### config.mk
export PLATFORM = sky130hd
export DESIGN_NAME = mem_port_arbiter
export DESIGN_NICKNAME = d
export VERILOG_FILES = /design/src/rtl/mem_arb_pkg.sv /design/src/rtl/mem_lat_tracker.sv /design/src/rtl/mem_port_arbiter.sv
export SDC_FILE = /design/constraint.sdc
export NUM_CORES = 1
export LEC_CHECK = 0
export ABC_AREA = 1
export ABC_CLOCK_PERIOD_IN_PS = 1650
export CORE_AREA = 5 5 173 175
export DETAILED_ROUTE_END_ITERATION = 12
export DIE_AREA = 0 0 178 180
export GPL_TIMING_DRIVEN = 0
export PLACE_DENSITY = 0.46
export SETUP_SLACK_MARGIN = 0.4
export SYNTH_ARGS = -nofsm -noshare
export SYNTH_HDL_FRONTEND = slang
export SYNTH_HIERARCHICAL = 1
export SYNTH_SLANG_ARGS = --single-unit
### constraint.sdc
create_clock -name clk -period 1.65 [get_ports clk]
set_clock_uncertainty 0.15 [all_clocks]
set_input_delay 0.33 -clock clk [delete_from_list [all_inputs] [get_ports clk]]
set_output_delay 0.33 -clock clk [all_outputs]
set_load 0.01 [all_outputs]
### src/rtl/mem_arb_pkg.sv
// Shared types and constants for the IF/MEM memory port arbiter.
package mem_arb_pkg;
    typedef enum logic [1:0] {
        OWN_NONE = 2'd0,
        OWN_IF   = 2'd1,
        OWN_D    = 2'd2
    } owner_e;

    typedef enum logic {
        ST_IDLE = 1'b0,
        ST_BUSY = 1'b1
    } state_e;

    localparam int MEM_LAT_MAX = 4;
    localparam int CNT_W       = $clog2(MEM_LAT_MAX + 1);
endpackage

### src/rtl/mem_lat_tracker.sv
// Tracks the single outstanding read: who owns it and how far through the
// fixed memory latency it is. The return cycle doubles as a free slot.
module mem_lat_tracker
    import mem_arb_pkg::*;
#(
    parameter int MEM_LAT = 1
) (
    input  logic   clk,
    input  logic   rst,
    input  logic   issue,
    input  owner_e owner,
    output logic   ret_valid,
    output owner_e ret_owner,
    output logic   slot_free
);
    localparam logic [CNT_W-1:0] LAT_C = CNT_W'(MEM_LAT);

    state_e           state_q, state_d;
    owner_e           owner_q, owner_d;
    logic [CNT_W-1:0] cnt_q, cnt_d;
    logic             at_lat;

    assign at_lat    = (cnt_q == LAT_C);
    assign ret_valid = (state_q == ST_BUSY) && at_lat;
    assign ret_owner = ret_valid ? owner_q : OWN_NONE;
    assign slot_free = (state_q == ST_IDLE) || ret_valid;

    always_comb begin
        state_d = state_q;
        owner_d = owner_q;
        cnt_d   = cnt_q;
        // A new issue in the return cycle simply reloads the tracker.
        if (issue) begin
            state_d = ST_BUSY;
            owner_d = owner;
            cnt_d   = CNT_W'(1);
        end else if (state_q == ST_BUSY) begin
            if (at_lat) begin
                state_d = ST_IDLE;
                owner_d = OWN_NONE;
                cnt_d   = '0;
            end else begin
                cnt_d = cnt_q + 1'b1;
            end
        end
    end

    always_ff @(posedge clk) begin
        if (rst) begin
            state_q <= ST_IDLE;
            owner_q <= OWN_NONE;
            cnt_q   <= '0;
        end else begin
            state_q <= state_d;
            owner_q <= owner_d;
            cnt_q   <= cnt_d;
        end
    end
endmodule

### src/rtl/mem_port_arbiter.sv
// Shares one BRAM port between instruction fetch and the load/store unit.
// Define ARB_STARVE_GUARD_EN to let a starved fetch override data priority.
module mem_port_arbiter
    import mem_arb_pkg::*;
#(
    parameter int ADDR_W     = 32,
    parameter int DATA_W     = 64,
    parameter int MEM_LAT    = 1,
    parameter int STARVE_LIM = 4
) (
    input  logic                clk,
    input  logic                rst,
    input  logic                ifReq,
    input  logic [ADDR_W-1:0]   ifAddr,
    output logic                ifGnt,
    output logic                ifRvalid,
    output logic [DATA_W-1:0]   ifRdata,
    input  logic                dReq,
    input  logic                dWe,
    input  logic [ADDR_W-1:0]   dAddr,
    input  logic [DATA_W-1:0]   dWdata,
    input  logic [DATA_W/8-1:0] dBe,
    output logic                dGnt,
    output logic                dRvalid,
    output logic [DATA_W-1:0]   dRdata,
    output logic                memEn,
    output logic                memWe,
    output logic [ADDR_W-1:0]   memAddr,
    output logic [DATA_W-1:0]   memWdata,
    output logic [DATA_W/8-1:0] memBe,
    input  logic [DATA_W-1:0]   memRdata,
    output logic                pcStall,
    output logic                ifidStall,
    output logic                memStall
);
    if (MEM_LAT < 1 || MEM_LAT > MEM_LAT_MAX || STARVE_LIM < 1) begin : g_bad_param
        $error("mem_port_arbiter: MEM_LAT must be 1..%0d and STARVE_LIM >= 1", MEM_LAT_MAX);
    end

    logic   slot_free, ret_valid, issue, fetch_pri;
    logic   if_gnt, d_gnt;
    owner_e ret_owner, issue_owner;

`ifdef ARB_STARVE_GUARD_EN
    localparam int SW = $clog2(STARVE_LIM + 1);
    logic [SW-1:0] starve_q, starve_d;

    assign fetch_pri = (starve_q == SW'(STARVE_LIM));

    // Counts free slots that fetch wanted but lost; it cannot pass the limit
    // because at the limit the next free slot goes to fetch.
    always_comb begin
        starve_d = starve_q;
        if (!ifReq || if_gnt)  starve_d = '0;
        else if (slot_free)    starve_d = starve_q + 1'b1;
    end

    always_ff @(posedge clk) begin
        if (rst) starve_q <= '0;
        else     starve_q <= starve_d;
    end
`else
    assign fetch_pri = 1'b0;
`endif

    always_comb begin
        if_gnt = 1'b0;
        d_gnt  = 1'b0;
        if (!rst && slot_free) begin
            if (ifReq && (!dReq || fetch_pri)) if_gnt = 1'b1;
            else if (dReq)                     d_gnt  = 1'b1;
        end
    end

    always_comb begin
        memAddr  = '0;
        memWdata = '0;
        memBe    = '0;
        if (d_gnt) begin
            memAddr  = dAddr;
            memWdata = dWdata;
            memBe    = dWe ? dBe : '1;
        end else if (if_gnt) begin
            memAddr  = ifAddr;
            memBe    = '1;
        end
    end

    assign ifGnt       = if_gnt;
    assign dGnt        = d_gnt;
    assign memEn       = if_gnt | d_gnt;
    assign memWe       = d_gnt & dWe;
    // Stores finish in the grant cycle, so only reads occupy the tracker.
    assign issue       = if_gnt | (d_gnt & ~dWe);
    assign issue_owner = if_gnt ? OWN_IF : OWN_D;

    mem_lat_tracker #(.MEM_LAT(MEM_LAT)) u_trk (
        .clk      (clk),
        .rst      (rst),
        .issue    (issue),
        .owner    (issue_owner),
        .ret_valid(ret_valid),
        .ret_owner(ret_owner),
        .slot_free(slot_free)
    );

    assign ifRvalid  = !rst && ret_valid && (ret_owner == OWN_IF);
    assign dRvalid   = !rst && ret_valid && (ret_owner == OWN_D);
    assign ifRdata   = ifRvalid ? memRdata : '0;
    assign dRdata    = dRvalid  ? memRdata : '0;

    assign pcStall   = !rst && ifReq && !ifRvalid;
    assign ifidStall = pcStall;
    assign memStall  = !rst && dReq && (dWe ? !d_gnt : !dRvalid);
endmodule

==> impl_results.md, run 1 <==
* Outcome: finished, violations left
* Failing checks: negative setup slack
* CTS clk-pin slew, worst paths at 0.03 ns
* Cells after Synth at 528
* Ports at 446
* Synth top area cells: nor2_1 34%, inv_1 29%, o21ai_0 8.9%
* Buffers plus inverters on the worst setup path at 10
* Full die area at 0.0320 mm2
* EDFF count, synth at 0
* Primary FF master, synth: dfxtp_1
* Syn nets at 733
* Ant. Diodes at 0
* Design Power at 2500 uW
* CP Launch Type: flop
* DP Wirelength at 17300 um
* Layout area overhead at 352%
* Adder-cell share of the synthesized area at 0
* Clk_lat worst skew at 0.23 ns
* CP cell instances: nand4_4 > inv_2 > inv_2 > nor2_4 > buf_6 > buf_6 > buf_12 > nand3_4 > buf_12 > buf_8 > buf_6 > buf_8 > nor2_1 > buf_2
* F_max at 0.393 GHz
* Finished Cell Area at 0.0104 mm2
* Final Hold Slack at 0.318 ns
* Worst Hold Class: reg -> reg
* Worst Path Required at 1.17 ns
* Post-synth cell types at 20
* Syn Std Cell Area at 0.00230 mm2
* Final Core Density at 0.368
* Synth cell count leaders: 208 x nor2_1, 176 x inv_1, 41 x o21ai_0, 38 x nand3_1, 16 x buf_2
* Total of max-cap violations at 0
* XOR/XNOR Fraction of Synth Area at 0.00380
* Simple-gate area share of the yosys netlist at 0.465
* Most common cell in the synthesized netlist: nor2_1
* Die height at 180 um
* Vias/cell at 3.59
* Critical setup path kind: reg -> out
* Vias at 5401
* Tightest Pin Transition at 0.360 ns
* Period minus WS final at 2.55 ns
* Initial antenna violation count at 0
* Post-DR wirelength/cell at 15.7 um
* RSZ-0062 raised after global routing: true
* Ys Warns at 6
* Peak supply drop at 0.212 mV
* Detailed Routing Iterations Pass 1 at 4
* CTS Buf Count at 3
* Post-synth ARST share at 0
* # DRC at 0
* Starting density of the core at 0.0814
* Slew Viols, Final at 0
* # rows at 62
* CP Data Arrival Time at 2.07 ns
* Post-Route WL at 23600 um
* Post-DRT Antenna Nets at 0
* Placer Congestion at 0.762
* Clock sinks at 6
* Final nets at 1329
* Synth Area in Compound Gates at 0.105
* Placed cell areas at 0.00752 mm2
* Total gr overflow at 0
* Final setup violating endpoints at 247
* Leakage power at 0.00519 uW
* Initial drt markers at 69
* Critical Path Sink Type: primary output
* Crit-path max cell delay at 0.38 ns
* Yosys reg bits at 6
* Clock Tree Root: clkbuf_16
* Buffers on Ports at 445
* Worst Path Max Fanout at 5
* Slew headroom at 0.760
* Min setup slack post-route at -0.897 ns
* H-Tree Level Count at 1
* Seq/Total Area, Yosys at 0.0521
* Top Family by Delay on Critical Path: buffers and inverters
* Aggregate global-route resource usage at 0.126
* Yosys top cell area share at 0.339
* Final hold viol count at 0
* Die Wd at 178 um
* Number of global-route vias before repair at 5237
* Tcrit/Tclk final at 1.54
* Ratio of cells with drive above 1 in the final layout at 0.596
* Largest area contributor in the netlist: nor2_1
* Multiplexer share of the synthesized area at 0
* Largest net degree at the start of global routing at 11
* Bufs on Longest Clock Path at 2
* Core region area at 0.0283 mm2
* Largest family of logic cells by synthesized area: simple AND/OR/NAND/NOR gates
* Pwr Density at 240 mW/mm2
* Crit path top cell by count: buf_6
* CP max stage cell: dfxtp_4
* CTS tree: built
* Setup TNS at -175.02 ns
* Global-route wire length before repair at 31100 um
* Syn_area_per_cell at 4.36 um2
-- layout make-up --
class / count / area (um2)
fillers: 2915 / 17900
flip-flops and latches: 6 / 130
clock buffers: 3 / 75.1
plain buffers: 32 / 554
inverters: 177 / 679
well taps: 384 / 480
repair buffers: 589 / 5810
multi-input cells: 315 / 2690
-- layout by cell type, fill, tap and decap left out, drive strengths merged, types with 2 or more instances in the layout --
cell type,count
buf,402
nor2,209
clkdlybuf4s50,200
inv,175
o21ai,41
nand3,40
clkbuf,17
nand2,15
dfxtp,6
a21oi,5
dlygate4sd2,3
clkinv,2
clkdlybuf4s15,2
-- path summary, 6_finish.rpt --
kind	start	end	slack [ns]	cells after the start
setup / recovery	u_trk/state_q$_SDFF_PP0_	ifRdata[15]	-0.90	14
hold / removal	u_trk/owner_q[1]$_SDFFE_PP0P_	u_trk/owner_q[1]$_SDFFE_PP0P_	0.32	2
setup reg to reg	u_trk/cnt_q[2]$_SDFFE_PP0P_	u_trk/state_q$_SDFF_PP0_	-0.58	15
hold reg to reg	u_trk/owner_q[1]$_SDFFE_PP0P_	u_trk/owner_q[1]$_SDFFE_PP0P_	0.32	2
-- metal layers --
metal / vias up / wire length, um / track usage
met1: 2430 / 7570 / 0.122
li1: 2674 / - / -
met2: 280 / 13400 / 0.256
met4: 0 / 430 / 0.0229
met5: - / 0 / 0
met3: 17 / 2210 / 0.0395
-- power by group --
group          internal [uW]  leakage, uW  switching [uW]
clock                    311    0.0000370            80.6
sequential               155    0.0000513            12.3
combinational           1130      0.00510             813
total                   1600      0.00519             906
-- state kept, by name, indices dropped and copies added (netlist names) --
name           count
u_trk/cnt_q        3
u_trk/state_q      1
u_trk/owner_q      2
-- worst reg2reg max path, stage by stage, from the launching register on --
cell     delay (ns)
dfxtp_2        0.32
inv_4          0.07
nand3_2        0.07
nand2_2        0.09
inv_2          0.05
nor2_4         0.15
buf_12         0.14
nand2_8        0.05
buf_12         0.14
buf_12         0.12
buf_8          0.13
buf_4          0.13
buf_6          0.11
o21ai_4        0.17
inv_2          0.08
a21oi_1        0.19
-- what timing repair did --
item | CTS | global route
pin swaps | 17 | 30
gates cloned | 13 | 6
buffers inserted | 85 | 42
setup endpoints to repair | 247 | 247
hold buffers | 0 | 0
gates resized for setup | 1294 | 329
-- cell families (layout without fill, tap and decap cells) --
kind of cell | count (synthesis) | after routing
and+or+nand+nor | 265 | 267
DFF | 6 | 6
buffers and inverters | 209 | 801
AOI/OAI and AO/OA | 47 | 47
xor gates and xnor gates | 1 | 1
-- per-stage QoR --
step / std cells / setup slack (ns)
global placement: 1357 / -1.67
global route: 1506 / -0.987
detailed placement: 1357 / -1.71
finish: 1506 / -0.897
floorplan: 528 / -0.125
CTS: 1458 / -0.934
Note: power is estimated with default switching activity, not from simulation.
==> run 2: changes to the inputs <==
ABC_CLOCK_PERIOD_IN_PS = 2300   (was 1650)
TNS_END_PERCENT = 5   (was unset)
clock period = 2.3 ns   (was 1.65 ns; I/O delays follow)
==> impl_results.md, run 2 (same netlist as run 1, synthesis figures left out) <==
* Global-route wire length before repair at 31700 um (was 31100 um)
* CP Data Arrival Time at 1.88 ns (was 2.07 ns)
* Full die area at 0.0320 mm2 (unchanged)
* Worst slack, placed at -1.21 ns (was -1.71 ns)
* Aggregate global-route resource usage at 0.129 (was 0.126)
* Starting density of the core at 0.0814 (unchanged)
* Slew headroom at 0.777 (was 0.760)
* Tightest Pin Transition at 0.336 ns (was 0.360 ns)
* Worst Hold Class: reg -> reg (unchanged)
* Slew Viols, Final at 0 (unchanged)
* Core region area at 0.0283 mm2 (unchanged)
* Vias at 4804 (was 5401)
* Initial drt markers at 120 (was 69)
* Register bank with the most flops: u_trk/cnt_q (unchanged)
* Post-DR wirelength/cell at 16.3 um (was 15.7 um)
* Max reg flops at 3 (unchanged)
* Clock Tree Root: clkbuf_16 (unchanged)
* Period minus WS final at 2.49 ns
* DP Wirelength at 19500 um (was 17300 um)
* Total gr overflow at 0 (unchanged)
* Worst Path Required at 1.69 ns (was 1.17 ns)
* Worst Path Max Fanout at 5 (unchanged)
* Final hold viol count at 0 (unchanged)
* Placer Congestion at 0.839 (was 0.762)
* Failing checks: negative setup slack (unchanged)
* F_max at 0.402 GHz
* Die Wd at 178 um (unchanged)
* # DRC at 0 (unchanged)
* Setup TNS at -15.33 ns (was -175.02 ns)
* Final setup violating endpoints at 183 (was 247)
* CTS tree: built (unchanged)
* Outcome: finished, violations left (unchanged)
* H-Tree Level Count at 1 (unchanged)
* Ports at 446 (unchanged)
* Ratio of cells with drive above 1 in the final layout at 0.432 (was 0.596)
* Initial antenna violation count at 2 (was 0)
* Final nets at 1225 (was 1329)
* Total of max-cap violations at 0 (unchanged)
* # rows at 62 (unchanged)
* Largest net degree at the start of global routing at 11 (unchanged)
* Detailed Routing Iterations Pass 1 at 4 (unchanged)
* Clock sinks at 6 (unchanged)
* Number of global-route vias before repair at 5007 (was 5237)
* Most common cell after layout, fill and taps aside: clkdlybuf4s50_1 (unchanged)
* Critical Path Sink Type: primary output (unchanged)
* Min setup slack post-route at -0.189 ns (was -0.897 ns)
* Bufs on Longest Clock Path at 2 (unchanged)
* Post-Route WL at 22800 um (was 23600 um)
* Buffers on Ports at 445 (unchanged)
* CP Launch Type: flop (unchanged)
* Die height at 180 um (unchanged)
* Layout area overhead at 238% (was 352%)
* Critical setup path kind: reg -> out (unchanged)
* Vias/cell at 3.42 (was 3.59)
* Tcrit/Tclk final at 1.08
* Peak supply drop at 0.176 mV (was 0.212 mV)
* Pwr Density at 176 mW/mm2 (was 240 mW/mm2)
* Post-DRT Antenna Nets at 0 (unchanged)
* Top flop regs: u_trk/cnt_q x3, u_trk/owner_q x2, u_trk/state_q x1 (unchanged)
* Clk_lat worst skew at 0.23 ns (about the same)
* Commonest cells after routing, fill and taps aside: 200 x clkdlybuf4s50_1, 170 x inv_1, 156 x buf_2 (was 200 x clkdlybuf4s50_1, 176 x buf_6, 168 x inv_1)
* CTS Buf Count at 3 (unchanged)
* Leakage power at 0.00417 uW (was 0.00519 uW)
* CTS clk-pin slew, worst paths at 0.03 ns (about the same)
* Post-CTS Hold Buffers at 0 (unchanged)
* RSZ-0062 raised after global routing: true (unchanged)
* Design Power at 1370 uW (was 2500 uW)
==> run 2: changes by cell type in the layout (fill, tap and decap cells not counted), sizes merged, moves of 2 or more <==
cell,previous run,this run
buf,402,233
dlygate4sd2,3,15
clkbuf,17,19
clkdlybuf4s15,2,52
diode,0,2
==> run 2: final timing paths <==
path                                 start                       endpoint  slack (ns)  cells after the start
max            u_trk/cnt_q[2]$_SDFFE_PP0P_                    ifRdata[33]       -0.19                     12
min          u_trk/owner_q[0]$_SDFFE_PP0P_  u_trk/owner_q[0]$_SDFFE_PP0P_        0.34                      2
max reg2reg    u_trk/cnt_q[2]$_SDFFE_PP0P_  u_trk/owner_q[0]$_SDFFE_PP0P_        0.19                     12
min reg2reg  u_trk/owner_q[0]$_SDFFE_PP0P_  u_trk/owner_q[0]$_SDFFE_PP0P_        0.34                      2
==> run 2: metrics by stage <==
stage	hold slack [ns]	instances	area [um2]	utilization
final	0.335	1404	7790	0.275
after global routing	0.356	1402	7790	0.275
after CTS	0.333	1393	7860	0.278
after detailed placement	0.331	1357	7400	0.261
after global placement	0.321	1357	7400	0.261
after floorplan	0.304	528	2470	-
==> run 2: final cells by class <==
class / count / area [um2]
plain buffers: 32 / 448
diodes: 2 / 5.00
flip-flops and latches: 6 / 130
repair buffers: 485 / 4170
fillers: 3248 / 20500
multi-input cells: 315 / 1810
clock buffers: 3 / 75.1
well taps: 384 / 480
inverters: 177 / 672
==> run 2: worst max-delay path: stages (launching register included) <==
cell	delay (ns)
dfxtp_2	0.32
inv_2	0.09
nand4_4	0.12
inv_2	0.08
inv_2	0.05
nor2_4	0.15
nand3_4	0.13
buf_12	0.16
buf_8	0.12
buf_6	0.12
buf_6	0.12
nor2_2	0.06
buf_2	0.13
==> run 2: metal layers <==
metal / global-route usage / share of wire / up-vias
met1: 0.135 / 0.35 / 2065
met5: 0 / 0 / -
li1: - / - / 2458
met3: 0.0414 / 0.11 / 12
met4: 0.0183 / 0.010 / 0
met2: 0.253 / 0.53 / 269
==> run 2: what timing repair did <==
action	4_1_cts	5_1_grt
setup endpoints to repair	247	247
setup buffers	28	7
gates cloned	5	2
hold endpoints to repair	0	0
gates resized for setup	902	226
pin swaps	8	7
==> run 2: where the power goes <==
part / total (uW) / switching (uW) / internal [uW] / leakage [uW]
Combinational: 961 / 413 / 548 / 0.00408
Clock: 286 / 63.0 / 223 / 0.0000370
Sequential: 120 / 8.78 / 111 / 0.0000513
